<file path="src/rtl/uart_pkg.sv">
// Shared types and constants for the UART byte receiver.
// Latency: n/a (package only).
// Backpressure: n/a (package only).
package uart_pkg;

  // Payload width is tied to the 8-bit character path downstream.
  localparam int DATA_BITS = 8;

  typedef enum logic [2:0] {
    IDLE,
    START,
    DATA,
    PARITY,
    STOP,
    BREAK
  } state_t;

  // Width of a counter that must hold 0..clks_per_bit-1.
  function automatic int CNT_W(input int clks_per_bit);
    return (clks_per_bit < 2) ? 1 : $clog2(clks_per_bit);
  endfunction

endpackage

</file>
<file path="src/rtl/sync_2ff.sv">
// Two-flop synchroniser for one asynchronous bit, reset to a chosen level.
// Latency: 2 clk from d to q.
// Backpressure: none; samples every cycle.
module sync_2ff #(
  parameter logic RST_VAL = 1'b1
) (
  input  logic clk,
  input  logic rst,
  input  logic d,
  output logic q
);

  logic meta;

  // Two back-to-back flops; reset both to the idle level so no false edge appears.
  always_ff @(posedge clk) begin
    if (rst) begin
      meta <= RST_VAL;
      q    <= RST_VAL;
    end else begin
      meta <= d;
      q    <= meta;
    end
  end

endmodule

</file>
<file path="src/rtl/uart_rx_byte.sv">
// UART receiver (8N1, or 8E1 when UART_RX_PARITY_EN is defined): mid-bit sampling, glitch/framing checks.
// Latency: start edge to data_valid = 2 + CLKS_PER_BIT/2 + 9*CLKS_PER_BIT (+CLKS_PER_BIT with parity) + 1 clk.
// Backpressure: none; data_valid/frame_err/parity_err are one-cycle strobes the consumer must take.
module uart_rx_byte
  import uart_pkg::*;
#(
  parameter int CLKS_PER_BIT = 868
) (
  input  logic       clk,
  input  logic       rst,
  input  logic       rx,
  output logic [7:0] data_out,
  output logic       data_valid,
  output logic       frame_err
`ifdef UART_RX_PARITY_EN
  ,
  output logic       parity_err
`endif
);

  localparam int CW = CNT_W(CLKS_PER_BIT);
  localparam int IW = $clog2(DATA_BITS);
  localparam logic [CW-1:0] CNT_LAST = CW'(CLKS_PER_BIT - 1);
  localparam logic [CW-1:0] CNT_HALF = CW'(CLKS_PER_BIT / 2 - 1);
  localparam logic [IW-1:0] IDX_LAST = IW'(DATA_BITS - 1);

  logic                 rx_s;
  state_t               state, state_nxt;
  logic [CW-1:0]        clk_cnt, cnt_nxt;
  logic [IW-1:0]        bit_idx, idx_nxt;
  logic [DATA_BITS-1:0] shift, shift_nxt;
  logic [7:0]           dout_nxt;
  logic                 valid_nxt;
  logic                 ferr_nxt;
  logic                 bit_end;
`ifdef UART_RX_PARITY_EN
  logic                 par_bad, par_bad_nxt;
  logic                 perr_nxt;
`endif

  sync_2ff #(
    .RST_VAL(1'b1)
  ) u_rx_sync (
    .clk(clk),
    .rst(rst),
    .d  (rx),
    .q  (rx_s)
  );

  assign bit_end = (clk_cnt == CNT_LAST);

  // Next-state, counters, shift register and strobe decode.
  always_comb begin
    state_nxt = state;
    cnt_nxt   = clk_cnt + 1'b1;
    idx_nxt   = bit_idx;
    shift_nxt = shift;
    dout_nxt  = data_out;
    valid_nxt = 1'b0;
    ferr_nxt  = 1'b0;
`ifdef UART_RX_PARITY_EN
    par_bad_nxt = par_bad;
    perr_nxt    = 1'b0;
`endif
    case (state)
      IDLE: begin
        cnt_nxt = '0;
        idx_nxt = '0;
`ifdef UART_RX_PARITY_EN
        par_bad_nxt = 1'b0;
`endif
        if (!rx_s) state_nxt = START;
      end
      START: begin
        // Re-check the line half a bit in; a high level means the edge was noise.
        if (clk_cnt == CNT_HALF) begin
          cnt_nxt   = '0;
          state_nxt = rx_s ? IDLE : DATA;
        end
      end
      DATA: begin
        if (bit_end) begin
          cnt_nxt            = '0;
          shift_nxt[bit_idx] = rx_s;
          idx_nxt            = bit_idx + 1'b1;
          if (bit_idx == IDX_LAST) begin
`ifdef UART_RX_PARITY_EN
            state_nxt = PARITY;
`else
            state_nxt = STOP;
`endif
          end
        end
      end
`ifdef UART_RX_PARITY_EN
      PARITY: begin
        // Even parity: data ones plus parity bit must be even.
        if (bit_end) begin
          cnt_nxt     = '0;
          par_bad_nxt = rx_s ^ (^shift);
          state_nxt   = STOP;
        end
      end
`endif
      STOP: begin
        if (bit_end) begin
          cnt_nxt = '0;
          if (rx_s) begin
            state_nxt = IDLE;
`ifdef UART_RX_PARITY_EN
            if (par_bad) begin
              perr_nxt = 1'b1;
            end else begin
              valid_nxt = 1'b1;
              dout_nxt  = shift;
            end
`else
            valid_nxt = 1'b1;
            dout_nxt  = shift;
`endif
          end else begin
            ferr_nxt  = 1'b1;
            state_nxt = BREAK;
          end
        end
      end
      BREAK: begin
        // Hold off until the line returns high so a stuck-low line spawns no frames.
        cnt_nxt = '0;
        if (rx_s) state_nxt = IDLE;
      end
      default: begin
        cnt_nxt   = '0;
        state_nxt = IDLE;
      end
    endcase
  end

  // State, datapath and registered output strobes.
  always_ff @(posedge clk) begin
    if (rst) begin
      state      <= IDLE;
      clk_cnt    <= '0;
      bit_idx    <= '0;
      shift      <= '0;
      data_out   <= 8'h00;
      data_valid <= 1'b0;
      frame_err  <= 1'b0;
`ifdef UART_RX_PARITY_EN
      par_bad    <= 1'b0;
      parity_err <= 1'b0;
`endif
    end else begin
      state      <= state_nxt;
      clk_cnt    <= cnt_nxt;
      bit_idx    <= idx_nxt;
      shift      <= shift_nxt;
      data_out   <= dout_nxt;
      data_valid <= valid_nxt;
      frame_err  <= ferr_nxt;
`ifdef UART_RX_PARITY_EN
      par_bad    <= par_bad_nxt;
      parity_err <= perr_nxt;
`endif
    end
  end

endmodule

</file>
<file path="config.mk">
export PLATFORM = sky130hd
export DESIGN_NAME = uart_rx_byte
export DESIGN_NICKNAME = d
export VERILOG_FILES = /design/src/rtl/uart_pkg.sv /design/src/rtl/sync_2ff.sv /design/src/rtl/uart_rx_byte.sv
export SDC_FILE = /design/constraint.sdc
export NUM_CORES = 1
export LEC_CHECK = 0
export CAP_MARGIN = 15
export CELL_PAD_IN_SITES_DETAIL_PLACEMENT = 0
export CELL_PAD_IN_SITES_GLOBAL_PLACEMENT = 2
export CORE_MARGIN = 2
export CORE_UTILIZATION = 36
export DETAILED_ROUTE_END_ITERATION = 16
export PLACE_DENSITY = 0.84
export SETUP_SLACK_MARGIN = 0.2
export SLEW_MARGIN = 20
export SYNTH_ARGS = -nofsm -noshare
export SYNTH_HDL_FRONTEND = slang
export SYNTH_SLANG_ARGS = --single-unit
export TNS_END_PERCENT = 20
</file>
<file path="constraint.sdc">
create_clock -name clk -period 2.2 [get_ports clk]
set_clock_uncertainty 0.05 [all_clocks]
set_input_delay 0.44 -clock clk [delete_from_list [all_inputs] [get_ports clk]]
set_output_delay 0.44 -clock clk [all_outputs]
set_load 0.03 [all_outputs]
</file>
# ---- Word level (Yosys, flattened, before mapping)
# Index checks and enable logic that the tools add are counted.
dict set report op_classes {
  add_sub_neg 2
  order_cmp 2
  eq_ne 13
  mux 19
  bitwise_logic 2
  n_reduce_logical 9
}
# op n
set op_table {}
lappend op_table {{3-bit two-way mux} 8}
lappend op_table {{10-bit two-way mux} 2}
lappend op_table {{10-bit case mux with 2 select lines} 1}
lappend op_table {{3-bit case mux with 5 select lines} 1}
lappend op_table {{10-bit by 1-bit adder with 10-bit output (second input constant)} 1}
lappend op_table {{10-bit equality test (second input constant)} 1}
lappend op_table {{10-bit by 9-bit equality test with 1-bit output (second input constant)} 1}
lappend op_table {{2-bit inequality test (second input constant)} 5}
lappend op_table {{3-bit equality test (second input constant)} 3}
lappend op_table {{8-bit bitwise mux} 1}
lappend op_table {{3-bit case mux with 2 select lines} 1}
lappend op_table {{6-bit AND reduction} 1}
lappend op_table {{3-bit by 4-bit < comparator with 1-bit output (second input constant)} 1}
lappend op_table {{2-bit AND reduction} 2}
lappend op_table {{3-bit by 1-bit adder with 3-bit output (second input constant)} 1}
lappend op_table {{1-bit demux with 3-bit select} 1}
lappend op_table {{3-bit by 1-bit equality test with 1-bit output (second input constant)} 1}
lappend op_table {{3-bit by 2-bit equality test with 1-bit output (second input constant)} 1}
lappend op_table {{3-bit by 1-bit >= comparator with 1-bit output (second input constant)} 1}
lappend op_table {{3-bit zero test} 1}
lappend op_table {{1-bit two-way mux} 3}
lappend op_table {{3-bit AND reduction} 1}
lappend op_table {{3-bit OR reduction} 1}
lappend op_table {{2-bit two-way mux} 1}
lappend op_table {{5 further kinds} 6}
dict set report totals {
  regBits 36
  inputBits 3
  output_inout_bits 10
  word_cells 56
}

# ---- Depth between registers and ports, before layout
dict set report depth {
  depth_word 5
  mapped_depth 7
  depth_no_buf 7
}

# ---- Cells and area by module
# A second synthesis with hierarchy kept.
dict set report unflattened {
  cells_unflattened 175
  hier_area_um2 1691.6
}
# mod n_inst cells_each area_per_inst_um2 seq_area_each_um2
set by_module_without_submodules {}
lappend by_module_without_submodules {uart_rx_byte 1 171 1639.1 680.7}
lappend by_module_without_submodules {sync_2ff 1 4 52.6 40.0}

# ---- Least setup slack after synthesis
# No wires, ideal clock.
dict set report synth_path {
  kind {flip-flop to flip-flop}
  startpoint {reg clk_cnt[0]}
  endpoint {reg shift[2]}
  setup_time_ns 0.072
  arrival_ns 1.621
  path_slack_ns 0.457
  path_stages_with_launch 7
  path_cell_list {dfxtp_1 -> ha_1 -> nand4bb_1 -> nor3_4 -> nand3_4 -> nor4b_2 -> mux2i_1}
}
dict set report synth_via {
  elab_chain_len 2
}
# element line
set synth_lines {}
lappend synth_lines {{from (decl)} uart_rx_byte.sv:29} ;# logic [CW-1:0] clk_cnt, cnt_nxt;
lappend synth_lines {{from (signal assigned)} uart_rx_byte.sv:155} ;# clk_cnt <= cnt_nxt;
lappend synth_lines {{10-bit equality test} uart_rx_byte.sv:50} ;# assign bit_end = (clk_cnt == CNT_LAST);
lappend synth_lines {{2-bit AND reduction (no source line)} --}
lappend synth_lines {{to (signal assigned)} uart_rx_byte.sv:157} ;# shift <= shift_nxt;
lappend synth_lines {{to (decl)} uart_rx_byte.sv:31} ;# logic [DATA_BITS-1:0] shift, shift_nxt;
# Every way passes these cells.
# A chain may end at the register's enable or synchronous reset.

# ---- Final worst setup path
dict set report layout_path {
  startpoint {reg clk_cnt[8]}
  endpoint {reg data_out[4]}
}
dict set report layout_via {
  elab_chain_len 2
}
# element line
set layout_lines {}
lappend layout_lines {{10-bit equality test} uart_rx_byte.sv:50}
lappend layout_lines {{3-bit AND reduction (no source line)} --}
lappend layout_lines {{to (signal assigned)} uart_rx_byte.sv:158} ;# data_out <= dout_nxt;
lappend layout_lines {{to (decl)} uart_rx_byte.sv:12} ;# output logic [7:0] data_out,
# Every way passes these cells.

==> flow_metrics.tcl <==
set metrics [dict create \
    drive_above_1_share_pct 15.79 \
    die_y_um 71.81 \
    h-tree-depth 2 \
    pre_cts_ws_ns 0.2195 \
    area_growth_pct 18.52 \
    startpoint_type "flop" \
    synth_seq_cells 36 \
    worst_slew_pin_slew_ns 0.5086 \
    p_int_mw 1.021 \
    clockRootBuffer "clkbuf_8" \
    antenna_found_initial 0 \
    slew_violations 0 \
    slowest_delay_ns 0.43 \
    cellPowerDensity_mw_per_mm2 665.8 \
    crit_path_start "clk_cnt[8]$_SDFF_PP0_" \
    hold_buffers 0 \
    place.port_buffers 12 \
    crit_arrival_ns 1.99 \
    cts_buffer_depth 2 \
    vias 1234 \
    dieArea_mm2 0.005157 \
    gp_congestion 0.8113 \
    wl_per_cell_um 13.36 \
    grt_pass1_wl_mm 5.388 \
    setup_viol 0 \
    crit_required_ns 2.33 \
    reg2reg_from "clk_cnt[8]$_SDFF_PP0_" \
    fmax_mhz 537.2 \
    netlist_area_mm2 0.001655 \
    swShare_pct 21.83 \
    grt_start_max_net_pins 18 \
    p_leak_nw 0.7827 \
    crit_fanout 9 \
    power.share.clock_pct 44.0 \
    nets 196 \
    share_comb_of_total_power_pct 5.4 \
    num_antenna_cells 0 \
    cp_top_family "simple AND/OR/NAND/NOR gates" \
    cts_made_buffers 5 \
    via_per_inst 5.099 \
    seq_area_frac_synth_pct 43.54 \
    total_power_mw 1.306 \
    end_kind "flop" \
    design.core.area_mm2 0.004384 \
    setup_slack_ns 0.3385 \
    drtIter0Drc 42 \
    cp_common_cell "buf_4" \
    clk_latency_ns 0.29 \
    crit_chain "or3b_4 > nor3_4 > buf_4 > nand4_1 > buf_4 > mux2i_1 > nor2_1" \
    place_area_mm2 0.001822 \
    cts.reportedPaths.clkPinSlew_ns 0.07 \
    rsz0062_at_grt "false" \
    synthDistinctLibCells 42 \
    hp-class "flop to flop" \
    grt_usage_pct 13.53 \
    seq_power_share_pct 50.7 \
    cts_sinks 36 \
    die_w_um 71.81 \
    ant_nets 0 \
    cts_tree "done" \
    synth_warnings 0 \
    worstHoldStart "u_rx_sync.meta$_SDFF_PP1_" \
    synth-edff-count 0 \
    synthArstFlopShare_pct 0 \
    fin_tns_setup_ns 0 \
    postLayoutCellArea_mm2 0.001962 \
    globalRoute.totalOverflow 0 \
    cpMaxStageDelayCell "or3b_4" \
    outcome "finished clean" \
    drcViolationCount 0 \
    syn_nets 182 \
    fill_cells 434 \
    crit_type "flop to flop" \
    ys.flop_type "dfxtp_1" \
    routed_wl_mm 3.233 \
    ir_worst_vdd_uv 306.9 \
    finalHoldViolCount 0 \
    path_buf_inv 2 \
    avgSynthCellArea_um2 9.459 \
    grt_pass1_vias 1136 \
    max_cap_violations 0 \
    syn_inst 175 \
    placementRows 24 \
    initial_core_util_pct 37.76 \
    ios 13 \
    relSlewSlack_pct 66.05 \
    hpwl_mm 2.222 \
    fin_crit_ns 1.862 \
    switchingPower_mw 0.2852 \
    layout_worst_path_cycle_share_pct 84.61 \
    firstDrtPassIters 6 \
]
-- placed cells by master, fill, tap and decap left out, types with 3 or more instances in the layout --
| cell type | n |
|---|---|
| xnor2_1 | 7 |
| mux2i_1 | 15 |
| nor2_1 | 26 |
| dfxtp_1 | 35 |
| clkbuf_8 | 5 |
| nand3_1 | 8 |
| a21oi_1 | 6 |
| ha_1 | 4 |
| xor2_1 | 3 |
| clkdlybuf4s50_1 | 12 |
| inv_1 | 3 |
| buf_4 | 6 |
| nand2_1 | 17 |
-- stage by stage --
| step | hold slack, ns | instances | util, % |
|---|---|---|---|
| 6_report | 0.3776 | 242 | 44.75 |
| 5_1_grt | 0.3958 | 242 | 44.75 |
| 4_1_cts | 0.3845 | 241 | 44.01 |
| 3_5_place_dp | 0.3660 | 233 | 41.55 |
| 3_3_place_gp | 0.3480 | 233 | 41.55 |
| 2_1_floorplan | 0.3395 | 175 | - |
-- cell type report --
| class | instances | area, µm² | share of cell area [%] |
|---|---|---|---|
| clock buffer | 6 | 72.57 | 3.699 |
| clock inverter | 2 | 35.03 | 1.786 |
| inverter | 3 | 11.26 | 0.5740 |
| multi-input combinational | 125 | 890.9 | 45.41 |
| sequential | 36 | 721.9 | 36.80 |
| tap | 52 | 65.06 | 3.316 |
| timing repair buffer | 18 | 165.2 | 8.418 |
-- metal layers --
metal / wire [µm] / GRT usage, % / vias to the layer above / share of wire, %
met4: 65 / 6.289 / 0 / 2.0
met2: 1595 / 21.91 / 14 / 49
met5: 0 / 0 / - / 0
li1: - / - / 640 / -
met3: 88 / 3.094 / 8 / 2.7
met1: 1482 / 17.06 / 572 / 46
-- logic make-up (layout without fill, tap and decap cells) --
logic type               count (synthesis)  after routing  synth area share [%]
AND/OR/NAND/NOR                         77             77                 26.98
adder cells (fa/ha/maj)                  4              4                 3.024
flip-flops                              36             36                 43.54
buffers and inverters                   14             29                 4.081
AO/OA/AOI/OAI                           19             19                 8.013
multiplexers                            15             15                 9.070
XOR/XNOR                                10             10                 5.291
-- what timing repair did --
item                       in CTS  in global routing
setup endpoints to repair       0                 23
setup buffers                   0                  1
gates resized for setup         0                  6
-- synth_stat cells (3+ instances only) --
cell type  count  area (µm²)
ha_1           4       50.05
xor2_1         3       26.28
buf_2          6       30.03
xnor2_1        7       61.31
inv_1          3       11.26
dfxtp_1       36       720.7
nand3_1        8       40.04
clkbuf_1       4       15.01
mux2i_1       15       150.1
a21oi_1        6       30.03
nand2_1       17       63.81
nor2_1        26       97.59
-- power by group through the flow --
stage	clock (mW)	sequential, mW	combinational, mW
after global placement	0	0.676	0.0672
final	0.574	0.662	0.0702
after CTS	0.588	0.661	0.0677
after floorplan	0	0.675	0.0477
after global routing	0.622	0.663	0.0778
after detailed placement	0	0.677	0.0675
-- registers in the layout, indices dropped and copies added, names as in the netlist --
signal / count
clk_cnt: 10
data_out: 8
shift: 8
bit_idx: 3
state: 3
data_valid: 1
frame_err: 1
u_rx_sync.meta: 1
u_rx_sync.q: 1
-- worst paths after layout --
kind,end,slack (ns),cells past startpoint
max,data_out[4]$_SDFFE_PP0P_,0.34,7
min,u_rx_sync.q$_SDFF_PP1_,0.38,1
max reg2reg,data_out[4]$_SDFFE_PP0P_,0.34,7
min reg2reg,u_rx_sync.q$_SDFF_PP1_,0.38,1
Power figures use the tool's default switching activity.
